## src/rtl/param_lfsr_if.sv

```systemverilog
// rtl/param_lfsr_if.sv - control/status bundle for the parametrised LFSR
//
// Purpose : groups the LFSR control inputs and status outputs into one port.
// Modports: master drives seed/step/burst controls and observes status;
//           slave (the LFSR) receives controls and drives status.
// Signals : seed_load, seed, step_en, burst_start, burst_len   (master -> slave)
//           state, busy, done, lockup_seen                    (slave -> master)
//           data_in (master -> slave) only when LFSR_MISR_EN is defined
interface param_lfsr_if #(
   parameter int unsigned WIDTH = 64,
   parameter int unsigned CNT_W = 16
);
   logic             seed_load;
   logic [WIDTH-1:0] seed;
   logic             step_en;
   logic             burst_start;
   logic [CNT_W-1:0] burst_len;
   logic [WIDTH-1:0] state;
   logic             busy;
   logic             done;
   logic             lockup_seen;
`ifdef LFSR_MISR_EN
   logic [WIDTH-1:0] data_in;

   modport master (
      output seed_load, seed, step_en, burst_start, burst_len, data_in,
      input  state, busy, done, lockup_seen
   );
   modport slave (
      input  seed_load, seed, step_en, burst_start, burst_len, data_in,
      output state, busy, done, lockup_seen
   );
`else
   modport master (
      output seed_load, seed, step_en, burst_start, burst_len,
      input  state, busy, done, lockup_seen
   );
   modport slave (
      input  seed_load, seed, step_en, burst_start, burst_len,
      output state, busy, done, lockup_seen
   );
`endif
endinterface

```

## src/rtl/param_lfsr.sv

```systemverilog
// rtl/param_lfsr.sv - parametrised XNOR Fibonacci LFSR with bursts and lock-up recovery
//
// Purpose : XNOR-feedback Fibonacci LFSR with seed load, free-run stepping,
//           counted bursts with a done pulse, and all-ones lock-up recovery.
// Ports   : clk_i       rising-edge clock
//           rst_ni      asynchronous active-low reset
//           bus         param_lfsr_if.slave (controls in, state/busy/done/lockup_seen out)
// Config  : LFSR_MISR_EN - when defined, bus.data_in is XORed into every step
//           (MISR compression), including the lock-up recovery value.
module param_lfsr #(
   parameter int unsigned      WIDTH     = 64,
   parameter logic [WIDTH-1:0] TAPS      = 64'h0000_0000_8000_2101,
   parameter logic [WIDTH-1:0] RESET_VAL = '0,
   parameter int unsigned      CNT_W     = 16
) (
   input logic         clk_i,
   input logic         rst_ni,
   param_lfsr_if.slave bus
);

   typedef enum logic {IDLE, BURST} fsm_e;

   fsm_e             fsm_q, fsm_d;
   logic [CNT_W-1:0] cnt_q, cnt_d;
   logic [WIDTH-1:0] state_q, state_d;
   logic             done_q, done_d;
   logic             lockup_q, lockup_d;

   logic             fb;
   logic             all_ones;
   logic [WIDTH-1:0] step_val;
   logic             do_step;
   logic             burst_last;

   // Datapath: value the state takes if it steps this edge.
   always_comb begin
      fb       = ~^(state_q & TAPS);
      all_ones = &state_q;
      // All-ones is a fixed point under XNOR feedback; escape to RESET_VAL.
      if (all_ones) begin
         step_val = RESET_VAL;
      end else begin
         step_val = {fb, state_q[WIDTH-1:1]};
      end
`ifdef LFSR_MISR_EN
      step_val = step_val ^ bus.data_in;
`endif
   end

   assign burst_last = (cnt_q == CNT_W'(1));

   // A burst start consumes the edge, so free-run stepping only happens in
   // IDLE when neither seed load nor burst start is requested.
   assign do_step = !bus.seed_load &&
                    ((fsm_q == BURST) || (!bus.burst_start && bus.step_en));

   // State register
   always_ff @(posedge clk_i or negedge rst_ni) begin
      if (!rst_ni) begin
         fsm_q    <= IDLE;
         cnt_q    <= '0;
         state_q  <= RESET_VAL;
         done_q   <= 1'b0;
         lockup_q <= 1'b0;
      end else begin
         fsm_q    <= fsm_d;
         cnt_q    <= cnt_d;
         state_q  <= state_d;
         done_q   <= done_d;
         lockup_q <= lockup_d;
      end
   end

   // Next-state logic: FSM and burst counter
   always_comb begin
      fsm_d = fsm_q;
      cnt_d = cnt_q;
      case (fsm_q)
         IDLE: begin
            if (!bus.seed_load && bus.burst_start && (bus.burst_len != '0)) begin
               fsm_d = BURST;
               cnt_d = bus.burst_len;
            end
         end
         BURST: begin
            if (bus.seed_load) begin
               fsm_d = IDLE;
               cnt_d = '0;
            end else begin
               cnt_d = cnt_q - CNT_W'(1);
               if (burst_last) begin
                  fsm_d = IDLE;
               end
            end
         end
         default: begin
            fsm_d = IDLE;
            cnt_d = '0;
         end
      endcase
   end

   // Output logic: LFSR state, done pulse, sticky lock-up flag
   always_comb begin
      state_d  = state_q;
      done_d   = 1'b0;
      lockup_d = lockup_q;
      if (bus.seed_load) begin
         // Seed is taken verbatim; an all-ones seed is caught on its next step.
         state_d  = bus.seed;
         lockup_d = 1'b0;
      end else begin
         if (do_step) begin
            state_d = step_val;
            if (all_ones) begin
               lockup_d = 1'b1;
            end
         end
         if (fsm_q == BURST) begin
            done_d = burst_last;
         end else if (bus.burst_start && (bus.burst_len == '0)) begin
            done_d = 1'b1;
         end
      end
   end

   assign bus.state       = state_q;
   assign bus.busy        = (fsm_q == BURST);
   assign bus.done        = done_q;
   assign bus.lockup_seen = lockup_q;

endmodule

```

## src/flat_wrapper.sv

```systemverilog
// flat-port wrapper written by rule: the top's interface ports become plain ports
module param_lfsr_flat 
#(
   parameter int unsigned      WIDTH     = 64,
   parameter logic [WIDTH-1:0] TAPS      = 64'h0000_0000_8000_2101,
   parameter logic [WIDTH-1:0] RESET_VAL = '0,
   parameter int unsigned      CNT_W     = 16
)
  (clk_i, rst_ni, bus_seed_load, bus_seed, bus_step_en, bus_burst_start, bus_burst_len, bus_state, bus_busy, bus_done, bus_lockup_seen);
  param_lfsr_if #(.WIDTH(WIDTH), .CNT_W(CNT_W)) bus_i ();
  input logic clk_i;
  input logic rst_ni;
  input wire logic [$bits(bus_i.seed_load)-1:0] bus_seed_load;
  input wire logic [$bits(bus_i.seed)-1:0] bus_seed;
  input wire logic [$bits(bus_i.step_en)-1:0] bus_step_en;
  input wire logic [$bits(bus_i.burst_start)-1:0] bus_burst_start;
  input wire logic [$bits(bus_i.burst_len)-1:0] bus_burst_len;
  output wire logic [$bits(bus_i.state)-1:0] bus_state;
  output wire logic [$bits(bus_i.busy)-1:0] bus_busy;
  output wire logic [$bits(bus_i.done)-1:0] bus_done;
  output wire logic [$bits(bus_i.lockup_seen)-1:0] bus_lockup_seen;
  assign bus_i.seed_load = bus_seed_load;
  assign bus_i.seed = bus_seed;
  assign bus_i.step_en = bus_step_en;
  assign bus_i.burst_start = bus_burst_start;
  assign bus_i.burst_len = bus_burst_len;
  assign bus_state = bus_i.state;
  assign bus_busy = bus_i.busy;
  assign bus_done = bus_i.done;
  assign bus_lockup_seen = bus_i.lockup_seen;
  param_lfsr #(.WIDTH(WIDTH), .TAPS(TAPS), .RESET_VAL(RESET_VAL), .CNT_W(CNT_W)) u_core (.clk_i(clk_i), .rst_ni(rst_ni), .bus(bus_i));
endmodule
```

## config.mk

```make
export PLATFORM = sky130hd
export DESIGN_NAME = param_lfsr_flat
export DESIGN_NICKNAME = d
export VERILOG_FILES = /design/src/rtl/param_lfsr_if.sv /design/src/rtl/param_lfsr.sv /design/src/flat_wrapper.sv
export SDC_FILE = /design/constraint.sdc
export NUM_CORES = 1
export LEC_CHECK = 0
export CAP_MARGIN = 20
export CORE_UTILIZATION = 35
export CTS_BUF_LIST = sky130_fd_sc_hd__clkbuf_4 sky130_fd_sc_hd__clkbuf_8
export DETAILED_ROUTE_END_ITERATION = 7
export PLACE_DENSITY = 0.67
export SLEW_MARGIN = 20
export SYNTH_ARGS = -nofsm -noshare
export SYNTH_HDL_FRONTEND = slang
export SYNTH_SLANG_ARGS = --single-unit
export TNS_END_PERCENT = 5
```

## constraint.sdc

```tcl
create_clock -name clk_i -period 2.1 [get_ports clk_i]
set_clock_uncertainty 0.05 [all_clocks]
set_input_delay 0.315 -clock clk_i [delete_from_list [all_inputs] [get_ports clk_i]]
set_output_delay 0.315 -clock clk_i [all_outputs]
set_load 0.01 [all_outputs]
```

Word level (Yosys, flattened, before mapping) --
Index checks and enable logic that the tools add are counted.
Word-level totals: bits in registers 83
Operators by class: multiplexer cells 16, bitwise gates (word level) 1, equality and inequality tests 2, reduce and logical (&&, ||, !) cells 15, add/subtract/negate cells 1
Operator list (number):
- $mux 64 | 3
- $reduce_and 64->1 | 1
- $reduce_xnor 64->1 | 1
- $mux 16 | 2
- $pmux 16 s2 | 1
- $eq 16x1->1 const B | 1
- $logic_not 16->1 | 1
- $reduce_bool 16->1 | 1
- $sub 16x1->16 const B | 1
- $mux 1 | 9
- $logic_and 1x1->1 | 5
- $reduce_bool 2->1 | 2
- $logic_not 1->1 | 2
- $ne 2x1->1 const B | 1
- $pmux 1 s2 | 1
- $reduce_and 2->1 | 1
- $logic_or 1x1->1 | 1
- $not 1->1 | 1

Depth between registers and ports, before layout --
Gate-level depths: netlist of run 1.
depth after elaboration 6, gate-level depth with buffers 7, mapped depth without buffers 6

Worst setup path before layout of run 1 --
OpenSTA, ideal clock, no wires.
path kind reg-to-reg, from register u_core.cnt_q[0], to register u_core.cnt_q[8], cell stages (with the launch flop) 8, buffers on the path 1, slack 61 ps, required time 1924 ps, data arrival time 1863 ps, library setup time 126 ps, period minus slack after synthesis 2039 ps, cells stage by stage dfrtp_1 > inv_1 > ha_1 > or3b_2 > buf_2 > o311ai_0 > o41ai_1 > a221o_1
On the way: word-level cells in the longest chain between the ends 3
Ends and longest elaborated chain:
- start: declaration | RTL line param_lfsr.sv:24 | logic [CNT_W-1:0] cnt_q, cnt_d;
- start signal: assignment | RTL line param_lfsr.sv:67 | cnt_q <= cnt_d;
- $sub 16x1->16 | RTL line param_lfsr.sv:90 | cnt_d = cnt_q - CNT_W'(1);
- $mux 16 | RTL line param_lfsr.sv:86 | if (bus.seed_load) begin
- $pmux 16 s2 | RTL line param_lfsr.sv:78 | case (fsm_q)
Every way passes these cells. A chain may end at the register's enable or synchronous reset.

Worst setup path in the final report of run 1 --
from register u_core.cnt_q[0], to register u_core.fsm_q (netlist: u_core.bus.busy)
On the way: word-level cells in the longest chain between the ends 4
Ends and longest elaborated chain:
- $eq 16x1->1 | RTL line param_lfsr.sv:50 | assign burst_last = (cnt_q == CNT_W'(1));
- $mux 1 | RTL line param_lfsr.sv:91 | if (burst_last) begin
- $mux 1 | RTL line param_lfsr.sv:86
- $pmux 1 s2 | RTL line param_lfsr.sv:78
- via u_core.fsm_d | RTL line param_lfsr.sv:23 | fsm_e fsm_q, fsm_d;
- end signal: assignment | RTL line param_lfsr.sv:66 | fsm_q <= fsm_d;
- end: declaration | RTL line param_lfsr.sv:23
The timed path passes the listed nets, and every way through them passes these cells.

==> reports/results.tsv, run 1 <==
stage	metric	value	unit
status	status	finished clean	
critical_path	path_class	reg -> reg	
route	avgRoutedWirePerCell	18.2	um
route	drt-pass1-iter-count	5	
timing	worst_slew_pin_slew	0.500	ns
critical_path	cp_cell_sequence	buf_6, ha_1, or4b_1, or4_4, a21o_1	
logic_synthesis	ys_warn_count	0	
power	p_leak	2.58	nW
finish	layout.nets	692	
timing	setup_ws	0.0722	ns
route	vias	4392	
timing	hold_violations	0	
finish	antenna_cells	0	
power	power.density	766	nW/um2
cts	path_clk_slew	0.08	ns
cts	numCtsBuffers	9	
critical_path	critPathTopFamily	simple AND/OR/NAND/NOR gates	
critical_path	crit_path_start_kind	register	
critical_path	path_max_fanout	4	
grt	grt_pass1_wl	22700	um
timing	max_slew_margin	66.7	%
critical_path	worstSetupEndpointType	register	
finish	fillCellCount	1138	
grt	antenna_found_initial	0	
timing	period_share	96.6	%
place	dp_hpwl	10000	um
logic_synthesis	ys_seq_elements	83	
grt	overflow	0	
grt	grt_pass1_vias	4321	
finish	area.growth.synth_to_final	48.9	%
cts	post_cts_buffers	0	
cts	cts_tree	done	
critical_path	worst_path_max_delay_cell	or4_4	
finish	drive_above_1_share	12.0	%
die	die_x	114	um
logic_synthesis	syn_area	4380	um2
critical_path	cp_num_buf_inv	1	
critical_path	worst-endpoint-arrival	2.24	ns
grt	grt_max_degree	49	
die	dieArea	13000	um2
logic_synthesis	async_flop_share	100	%
route	drt_iter0_drc	366	
critical_path	worstPathRequired	2.32	ns
route	drt_wl_total	14200	um
logic_synthesis	syn_avg_cell_area	9.92	um2
power	ir_drop	451	uV
job	maxCapViolCount	0	
finish	layout_common_cells	149 x clkdlybuf4s50_1, 83 x dfrtp_1, 71 x nand2_1	
cts	insertion_delay	0.38	ns
timing	setup_violations	0	
logic_synthesis	syn-num-nets	529	
logic_synthesis	seq_area_frac_synth	47.4	%
timing	max_clock_freq	0.493	GHz
die	fp.dieH	114	um
cts	clockBufferDepth	2	
cts	cts_root_buf	clkbuf_8	
cts	htree_levels	3	
power	power	0.00500	W
worst_hold_path	hp-class	in -> async	
cts	cts.sinks	83	
logic_synthesis	ys_types	49	
place	port_buffers	151	
route	drc_errors	0	
route	viasPerCell	5.65	
critical_path	path_depth	5	
place	dp_slack	-0.263	ns
timing	timing.hold.ws	0.401	ns
finish	layout_commonest_cell	clkdlybuf4s50_1	
timing	rsz0062_at_grt	no	
die	core.rowCount	40	
logic_synthesis	synth-main-ff-cell	dfrtp_1	
route	ant_nets	0	
place	globalplace.congestion	0.852	
die	initial_core_util	36.2	%
die	coreArea	12100	um2
timing	min_period	2.03	ns
grt	grt_use_total	22.7	%
timing	drv_slew	0	
logic_synthesis	synth_edf_count	0	
critical_path	r2r_cells	5	
critical_path	max_stage_delay	0.55	ns
logic_synthesis	syn_inst	442	
die	io_pins	152	
kinds of logic after synthesis:
group | share of synthesized area (%)
AO/OA/AOI/OAI | 28.7
buffers and inverters | 4.68
adder cells (fa/ha/maj) | 0.571
XOR/XNOR | 0.599
flip-flops | 47.4
multiplexers | 0.913
AND/OR/NAND/NOR | 17.2
synthesized netlist by cell type (3+ instances only):
cell type  number  area [um2]
dfrtp_1        83        2080
buf_2          11        55.1
o211ai_1        3        22.5
nor4_1         11        68.8
or2_2           3        18.8
nand2_1        71         267
or4_1           5        37.5
nor4_4          3        63.8
buf_1           7        26.3
nor2_1          3        11.3
o21ai_0         9        45.0
nor2b_1         3        18.8
o31ai_1        61         458
nand4_1        17         106
nand2b_1        8        50.1
a221o_1        12         120
a22oi_1        64         480
mux2i_1         4        40.0
clkbuf_1       22        82.6
final timing paths:
| check | endpoint | slack, ns | from |
|---|---|---|---|
| setup / recovery | u_core.bus.busy$_DFF_PN0_ | 0.07 | u_core.cnt_q[0]$_DFFE_PN0P_ |
| hold / removal | u_core.cnt_q[5]$_DFFE_PN0P_ | 0.40 | rst_ni |
| setup reg to reg | u_core.bus.busy$_DFF_PN0_ | 0.07 | u_core.cnt_q[0]$_DFFE_PN0P_ |
| hold reg to reg | u_core.bus.lockup_seen$_DFFE_PN0P_ | 0.48 | u_core.bus.lockup_seen$_DFFE_PN0P_ |
| max in group asynchronous | u_core.bus.state[25]$_DFFE_PN0P_ | 0.98 | rst_ni |
| min in group clk_i | u_core.bus.done$_DFF_PN0_ | 0.47 | bus_seed_load |
flip-flops by register name (all words and copies together) (netlist names):
name and count:
u_core.bus.state 64, u_core.cnt_q 16, u_core.bus.busy 1, u_core.bus.done 1, u_core.bus.lockup_seen 1
what timing repair did:
action | CTS | global route
hold buffers | 1 | 0
endpoints found under the hold margin | 35 | 0
setup endpoints to repair | 0 | 7
gates resized for setup | 0 | 3
area by class of cell:
cell class	instances	area (um2)	share of cell area [%]
Timing Repair Buffer	195	1930	29.5
Multi-Input combinational cell	313	2110	32.3
Inverter	3	11.3	0.173
Clock inverter	6	65.1	0.997
Tap cell	168	210	3.22
Sequential cell	83	2080	31.8
Clock buffer	9	124	1.90
metal layers:
| metal | GRT usage (%) | vias up | part of all wire, % |
|---|---|---|---|
| met2 | 36.2 | 162 | 47 |
| met3 | 7.92 | 15 | 7.8 |
| met4 | 5.97 | 0 | 1.3 |
| li1 | - | 2047 | - |
| met1 | 29.3 | 2168 | 44 |
| met5 | 0 | - | 0 |
power breakdown:
group	leakage [nW]	total, W	switching (W)	internal (W)
Combinational	1.47	0.00166	0.000759	0.000900
Sequential	1.01	0.00217	0.000321	0.00185
Clock	0.0959	0.00117	0.000620	0.000547
Total	2.58	0.00500	0.00170	0.00330
stage by stage:
stage / TNS, ns / util (%) / cells / instance area (um2)
after CTS: 0 / 53.8 / 777 / 6520
after detailed placement: -3.50 / 52.2 / 761 / 6320
after global placement: -3.00 / 52.2 / 761 / 6320
after floorplan: 0 / - / 442 / 4380
final: 0 / 53.9 / 777 / 6530
after global routing: 0 / 53.9 / 777 / 6530
(Power assumes the default switching activity.)
==> inputs of run 2 (changes only) <==
--- a/config.mk
+++ b/config.mk
@@ -7,9 +7,7 @@
 export LEC_CHECK = 0
 export CAP_MARGIN = 20
 export CORE_UTILIZATION = 35
-export CTS_BUF_LIST = sky130_fd_sc_hd__clkbuf_4 sky130_fd_sc_hd__clkbuf_8
 export DETAILED_ROUTE_END_ITERATION = 7
-export PLACE_DENSITY = 0.67
 export SLEW_MARGIN = 20
 export SYNTH_ARGS = -nofsm -noshare
 export SYNTH_HDL_FRONTEND = slang
==> constraint.sdc (replaced) <==
create_clock -name clk_i -period 2.43 [get_ports clk_i]
set_clock_uncertainty 0.05 [all_clocks]
set_input_delay 0.3645 -clock clk_i [delete_from_list [all_inputs] [get_ports clk_i]]
set_output_delay 0.3645 -clock clk_i [all_outputs]
set_load 0.01 [all_outputs]
==> run 2 against run 1 <==
Against the previous run: register-to-register slack improved by 0.13 ns; die area did not move; sequential share of layout area rose by 0.59 points; hold slack improved by 0.072 ns; non-clock buffer count fell by 23; fmax fell by 8.8%; count of clock-buffer cells in the layout rose by 2; cell count fell by 2.8%; core utilization fell by 0.98 points; global-route usage fell by 0.50 points; critical path depth rose by 1; wire length fell by 1.1%; highest routed layer unchanged.
==> reports/results.tsv, run 2 (synthesis results as in run 1) <==
stage	metric	value	unit
critical_path	worst-endpoint-arrival	2.40	ns
cts	cts_tree	done	
timing	tns	0	ns
grt	grt_pass1_wl	22300	um
place	dp_hpwl	9500	um
route	drt_wl_total	14000	um
timing	timing.hold.ws	0.473	ns
critical_path	path_class	reg -> reg	
finish	post-route-util	52.9	%
critical_path	crit_start	u_core.cnt_q[0]$_DFFE_PN0P_	
critical_path	r2r_cells	6	
route	drt-pass1-iter-count	4	
grt	overflow	0	
timing	max_clock_freq	0.450	GHz
critical_path	worstPathRequired	2.61	ns
power	ir_drop	339	uV
critical_path	worst_path_max_delay_cell	or3b_2	
finish	antenna_cells	0	
critical_path	cp_cell_sequence	inv_1, ha_1, or3b_2, o311ai_0, o41ai_1, a221o_1	
cts	clockBufferDepth	2	
die	fp.dieH	114	um
cts	path_clk_slew	0.06	ns
route	viasPerCell	5.61	
grt	grt_pass1_vias	4209	
die	coreArea	12100	um2
route	drt_iter0_drc	323	
route	avgRoutedWirePerCell	18.6	um
timing	worst_slew_pin_slew	0.696	ns
route	drc_errors	0	
job	maxCapViolCount	0	
finish	layout_common_cells	149 x clkdlybuf4s50_1, 83 x dfrtp_1, 71 x nand2_1	
grt	grt_max_degree	74	
finish	largest_reg_flops	64	
power	p_leak	2.50	nW
cts	holdBufCountCts	1	
worst_hold_path	worstHoldStart	u_core.bus.lockup_seen$_DFFE_PN0P_	
finish	layout.nets	669	
critical_path	path_max_fanout	9	
status	status	finished clean	
cts	htree_levels	3	
critical_path	critPathTopFamily	compound AO/OA/AOI/OAI gates	
grt	antenna_found_initial	0	
die	core.rowCount	40	
timing	rsz0062_at_grt	no	
cts	cts.sinks	83	
die	die_x	114	um
finish	layout_commonest_cell	clkdlybuf4s50_1	
timing	hold_violations	0	
cts	cts_root_buf	clkbuf_16	
timing	max_slew_margin	53.5	%
finish	area.growth.synth_to_final	46.1	%
critical_path	worstSetupEndpointType	register	
timing	drv_slew	0	
worst_hold_path	worstHoldPathCells	1	
critical_path	path_depth	6	
cts	post_cts_buffers	0	
timing	period_share	91.5	%
critical_path	r2r-start	u_core.cnt_q[0]$_DFFE_PN0P_	
critical_path	max_stage_delay	0.60	ns
place	globalplace.congestion	0.843	
timing	min_period	2.22	ns
power	power.density	715	nW/um2
cts	insertion_delay	0.35	ns
grt	grt_use_total	22.2	%
finish	drive_above_1_share	8.35	%
timing	setup_violations	0	
cts	ctsResizeCount	0	
place	port_buffers	151	
cts	numCtsBuffers	9	
worst_hold_path	hp-class	reg -> reg	
route	vias	4239	
die	dieArea	13000	um2
route	ant_nets	0	
critical_path	cp_num_buf_inv	1	
die	initial_core_util	36.2	%
critical_path	crit_path_start_kind	register	
die	io_pins	152	
-- run 2: per-stage QoR --
stage | instances | area [um2] | power [W] | worst slack, ns
floorplan | 442 | 4380 | 0.00256 | 0.391
global placement | 738 | 6110 | 0.00321 | 0.149
detailed placement | 738 | 6110 | 0.00323 | 0.0761
CTS | 755 | 6410 | 0.00463 | 0.228
global route | 755 | 6410 | 0.00481 | 0.120
finish | 755 | 6410 | 0.00458 | 0.207
-- run 2: path summary, 6_finish.rpt --
check                                                     endpoint  slack [ns]
worst max register to register         u_core.cnt_q[8]$_DFFE_PN0P_        0.21
min in group asynchronous              u_core.cnt_q[5]$_DFFE_PN0P_        0.49
worst min register to register  u_core.bus.lockup_seen$_DFFE_PN0P_        0.47
max in group asynchronous         u_core.bus.state[56]$_DFFE_PN0P_        1.22
worst max-delay path                   u_core.cnt_q[8]$_DFFE_PN0P_        0.21
worst min-delay path            u_core.bus.lockup_seen$_DFFE_PN0P_        0.47
-- run 2: report_power, final --
group	switching [W]	internal, W	total (W)
Combinational	0.000625	0.000703	0.00133
Clock	0.000573	0.000794	0.00137
Sequential	0.000284	0.00160	0.00189
Total	0.00148	0.00310	0.00458
-- run 2: layout make-up --
cell class              count  area (um2)
inverters                   3        11.3
multi-input cells         313        2110
fillers                  1106        5700
clock inverters             5        53.8
clock buffers              11         233
repair buffers            172        1710
flip-flops and latches     83        2080
well taps                 168         210
-- run 2: per-layer routing --
metal	part of all wire, %	wire (um)	GRT usage, %
met5	0	0	0
met1	46	6400	29.7
met4	1.4	195	7.45
met2	46	6390	33.7
met3	7.4	1030	7.39
==> inputs of run 3 (changes only) <==
--- a/config.mk
+++ b/config.mk
@@ -5,6 +5,7 @@
 export SDC_FILE = /design/constraint.sdc
 export NUM_CORES = 1
 export LEC_CHECK = 0
+export ABC_AREA = 1
 export CAP_MARGIN = 20
 export CORE_UTILIZATION = 35
 export DETAILED_ROUTE_END_ITERATION = 7
==> run 3 against run 2 <==
Against the previous run: via count grew 15%; clock power fell by 7%; synthesized cell count up 45%; register-to-register slack improved by 0.27 ns; power is 1.3% higher; wire length is 3.4% higher; largest power group unchanged; non-clock buffer count decreased by 11; flip-flop and latch count stayed put; highest routed layer unchanged; largest cell class unchanged; synthesized area is 7.4% higher; die area up 7.2%; fmax is 13% higher; sequential share of layout area fell by 1.1 points.
==> reports/results.tsv, run 3 <==
stage	metric	value	unit
timing	hold_violations	0	
grt	grt_use_total	21.2	%
logic_synthesis	synth_area_leaders	dfrtp_1 44%, a21oi_1 13%, nand3_1 10%, nor2_1 8.5%, nand2_1 6.9%	
logic_synthesis	yosys.area_share.adder	0.532	%
logic_synthesis	ys_warn_count	0	
critical_path	path_class	reg -> out	
logic_synthesis	syn_avg_cell_area	7.37	um2
route	avgRoutedWirePerCell	15.2	um
finish	layout_commonest_cell	clkdlybuf4s50_1	
grt	grt_max_degree	66	
place	dp_hpwl	9940	um
die	coreArea	13200	um2
die	die_x	118	um
die	dieArea	13900	um2
critical_path	path_max_fanout	12	
cts	htree_levels	3	
cts	post_cts_buffers	0	
cts	insertion_delay	0.33	ns
finish	antenna_cells	0	
critical_path	max_stage_delay	0.63	ns
place	globalplace.congestion	0.869	
route	drt-pass1-iter-count	4	
critical_path	path_depth	1	
timing	timing.hold.ws	0.388	ns
timing	min_period	1.97	ns
die	fp.dieH	118	um
logic_synthesis	syn_area	4710	um2
finish	final_area	6630	um2
critical_path	worst-endpoint-arrival	1.56	ns
cts	path_clk_slew	0.06	ns
job	maxCapViolCount	0	
place	port_buffers	151	
grt	grt_pass1_vias	4700	
finish	layout.nets	859	
timing	max_clock_freq	0.507	GHz
power	internal_power	0.00313	W
route	ant_nets	0	
finish	layout_common_cells	149 x clkdlybuf4s50_1, 125 x a21oi_1, 107 x nor2_1	
timing	rsz0062_at_grt	no	
timing	worst_slew_pin_slew	0.746	ns
critical_path	crit_start	u_core.bus.busy$_DFF_PN0_	
grt	overflow	0	
route	vias	4880	
timing	drv_slew	0	
logic_synthesis	syn-num-nets	726	
finish	area.growth.synth_to_final	40.8	%
logic_synthesis	synthSimpleGateAreaFrac	28.9	%
route	drt_iter0_drc	341	
cts	numCtsBuffers	9	
power	power.density	700	nW/um2
finish	post-route-util	50.2	%
logic_synthesis	yosysMostFrequentCell	a21oi_1	
power	ir_drop	346	uV
logic_synthesis	ys_seq_elements	83	
finish	fillCellCount	1254	
critical_path	worstSetupEndpointType	output pin	
grt	grt_pass1_wl	23800	um
logic_synthesis	synth_largest_area_cell	dfrtp_1	
critical_path	r2r_cells	10	
cts	cts_tree	done	
logic_synthesis	muxShareOfSynthArea	0	%
critical_path	worstPathRequired	2.02	ns
power	seq_power_share	41.0	%
critical_path	crit_end	bus_busy	
critical_path	r2r-start	u_core.bus.state[8]$_DFFE_PN0P_	
die	io_pins	152	
critical_path	critPathTopFamily	buffers and inverters	
cts	holdBufCountCts	1	
logic_synthesis	yosysTopAreaCellShare	44.1	%
cts	ctsResizeCount	0	
logic_synthesis	synth-main-ff-cell	dfrtp_1	
power	swShare	32.6	%
cts	clockBufferDepth	2	
finish	largest_reg_flops	64	
critical_path	worst_path_max_delay_cell	clkdlybuf4s50_1	
cts	cts_root_buf	clkbuf_16	
status	status	finished clean	
cts	cts.sinks	83	
critical_path	timing.rr.end	u_core.bus.state[9]$_DFFE_PN0P_	
die	core.rowCount	42	
logic_synthesis	seq_area_frac_synth	44.1	%
critical_path	crit_path_start_kind	register	
logic_synthesis	synth-compound-area-share	17.6	%
worst_hold_path	hp-class	in -> reg	
timing	tns	0	ns
critical_path	cp_num_buf_inv	1	
route	drt_wl_total	14500	um
timing	period_share	81.2	%
grt	antenna_found_initial	0	
place	placement.cell_area	6340	um2
timing	setup_violations	0	
power	p_leak	2.82	nW
finish	drive_above_1_share	4.38	%
power	clkPwrFrac	27.7	%
logic_synthesis	synth_top_cells_by_count	125 x a21oi_1, 107 x nor2_1, 95 x nand3_1	
route	viasPerCell	5.13	
logic_synthesis	ys_types	28	
die	initial_core_util	35.7	%
logic_synthesis	syn_inst	639	
logic_synthesis	async_flop_share	100	%
route	drc_errors	0	
critical_path	cp_cell_sequence	clkdlybuf4s50_1	
logic_synthesis	synthXorXnorAreaFrac	0.930	%
power	combPwrFrac	31.3	%
logic_synthesis	synth_top_family_by_area	simple AND/OR/NAND/NOR gates	
critical_path	reg2reg_slack	0.48	ns
timing	max_slew_margin	50.3	%
power	switchingPower	0.00151	W
logic_synthesis	synth_edf_count	0	
## run 3: cell types whose count changed after synthesis, moves of 10 or more
cell	previous run	this run
a21oi_1	2	125
a221o_1	12	0
a22oi_1	64	0
inv_1	2	36
nand2_1	71	87
nand3_1	0	95
nor2_1	3	107
nor4_1	11	1
o31ai_1	61	1
## run 3: final cells by class
cell class / instances / area, um2 / share of cell area [%]
multi-input combinational: 477 / 2270 / 34.2
sequential: 83 / 2080 / 31.3
timing repair buffer: 161 / 1630 / 24.6
clock buffer: 13 / 270 / 4.08
tap: 176 / 220 / 3.32
inverter: 40 / 150 / 2.27
clock inverter: 2 / 10.0 / 0.151
## run 3: through the flow
step,std cells,power (W),worst slack [ns]
2_1_floorplan,639,0.00263,0.974
3_3_place_gp,936,0.00336,0.386
3_5_place_dp,936,0.00338,0.306
4_1_cts,952,0.00469,0.429
5_1_grt,952,0.00494,0.254
6_report,952,0.00464,0.457
## run 3: tightest hold or removal path, stage by stage
cell and delay (ns):
buf_2 0.13, nor2_4 0.08, inv_2 0.08, o31ai_1 0.07
## run 3: cell families (layout without fill, tap and decap cells)
| family | count (synthesis) | in the layout |
|---|---|---|
| buf+inv | 79 | 216 |
| xor+xnor | 5 | 5 |
| simple gates | 313 | 313 |
| flops | 83 | 83 |
| compound gates | 157 | 157 |
| fa+ha+maj | 2 | 2 |
## run 3: power groups by stage
stage	clock (W)	sequential [W]	combinational [W]
finish	0.00128	0.00190	0.00145
floorplan	0	0.00195	0.000678
CTS	0.00133	0.00190	0.00147
global route	0.00139	0.00194	0.00160
global placement	0	0.00191	0.00144
detailed placement	0	0.00192	0.00146
## run 3: how the worst min path moves through the flow
stage / depth (start not counted) / slack (ns) / end / from
after global routing: 4 / 0.39 / u_core.bus.done$_DFF_PN0_ / bus_seed_load
after detailed placement: 1 / 0.26 / u_core.bus.state[33]$_DFFE_PN0P_ / rst_ni
after CTS: 4 / 0.38 / u_core.bus.done$_DFF_PN0_ / bus_seed_load
final: 4 / 0.39 / u_core.bus.done$_DFF_PN0_ / bus_seed_load
after floorplan: 0 / 0.02 / u_core.bus.busy$_DFF_PN0_ / rst_ni
after global placement: 1 / 0.25 / u_core.bus.state[33]$_DFFE_PN0P_ / rst_ni
## run 3: layer usage
metal  part of all wire (%)  track usage, %
met2                     48            34.7
met5                      0               0
met1                     45            28.4
met4                   0.68            5.45
met3                    6.2            4.60
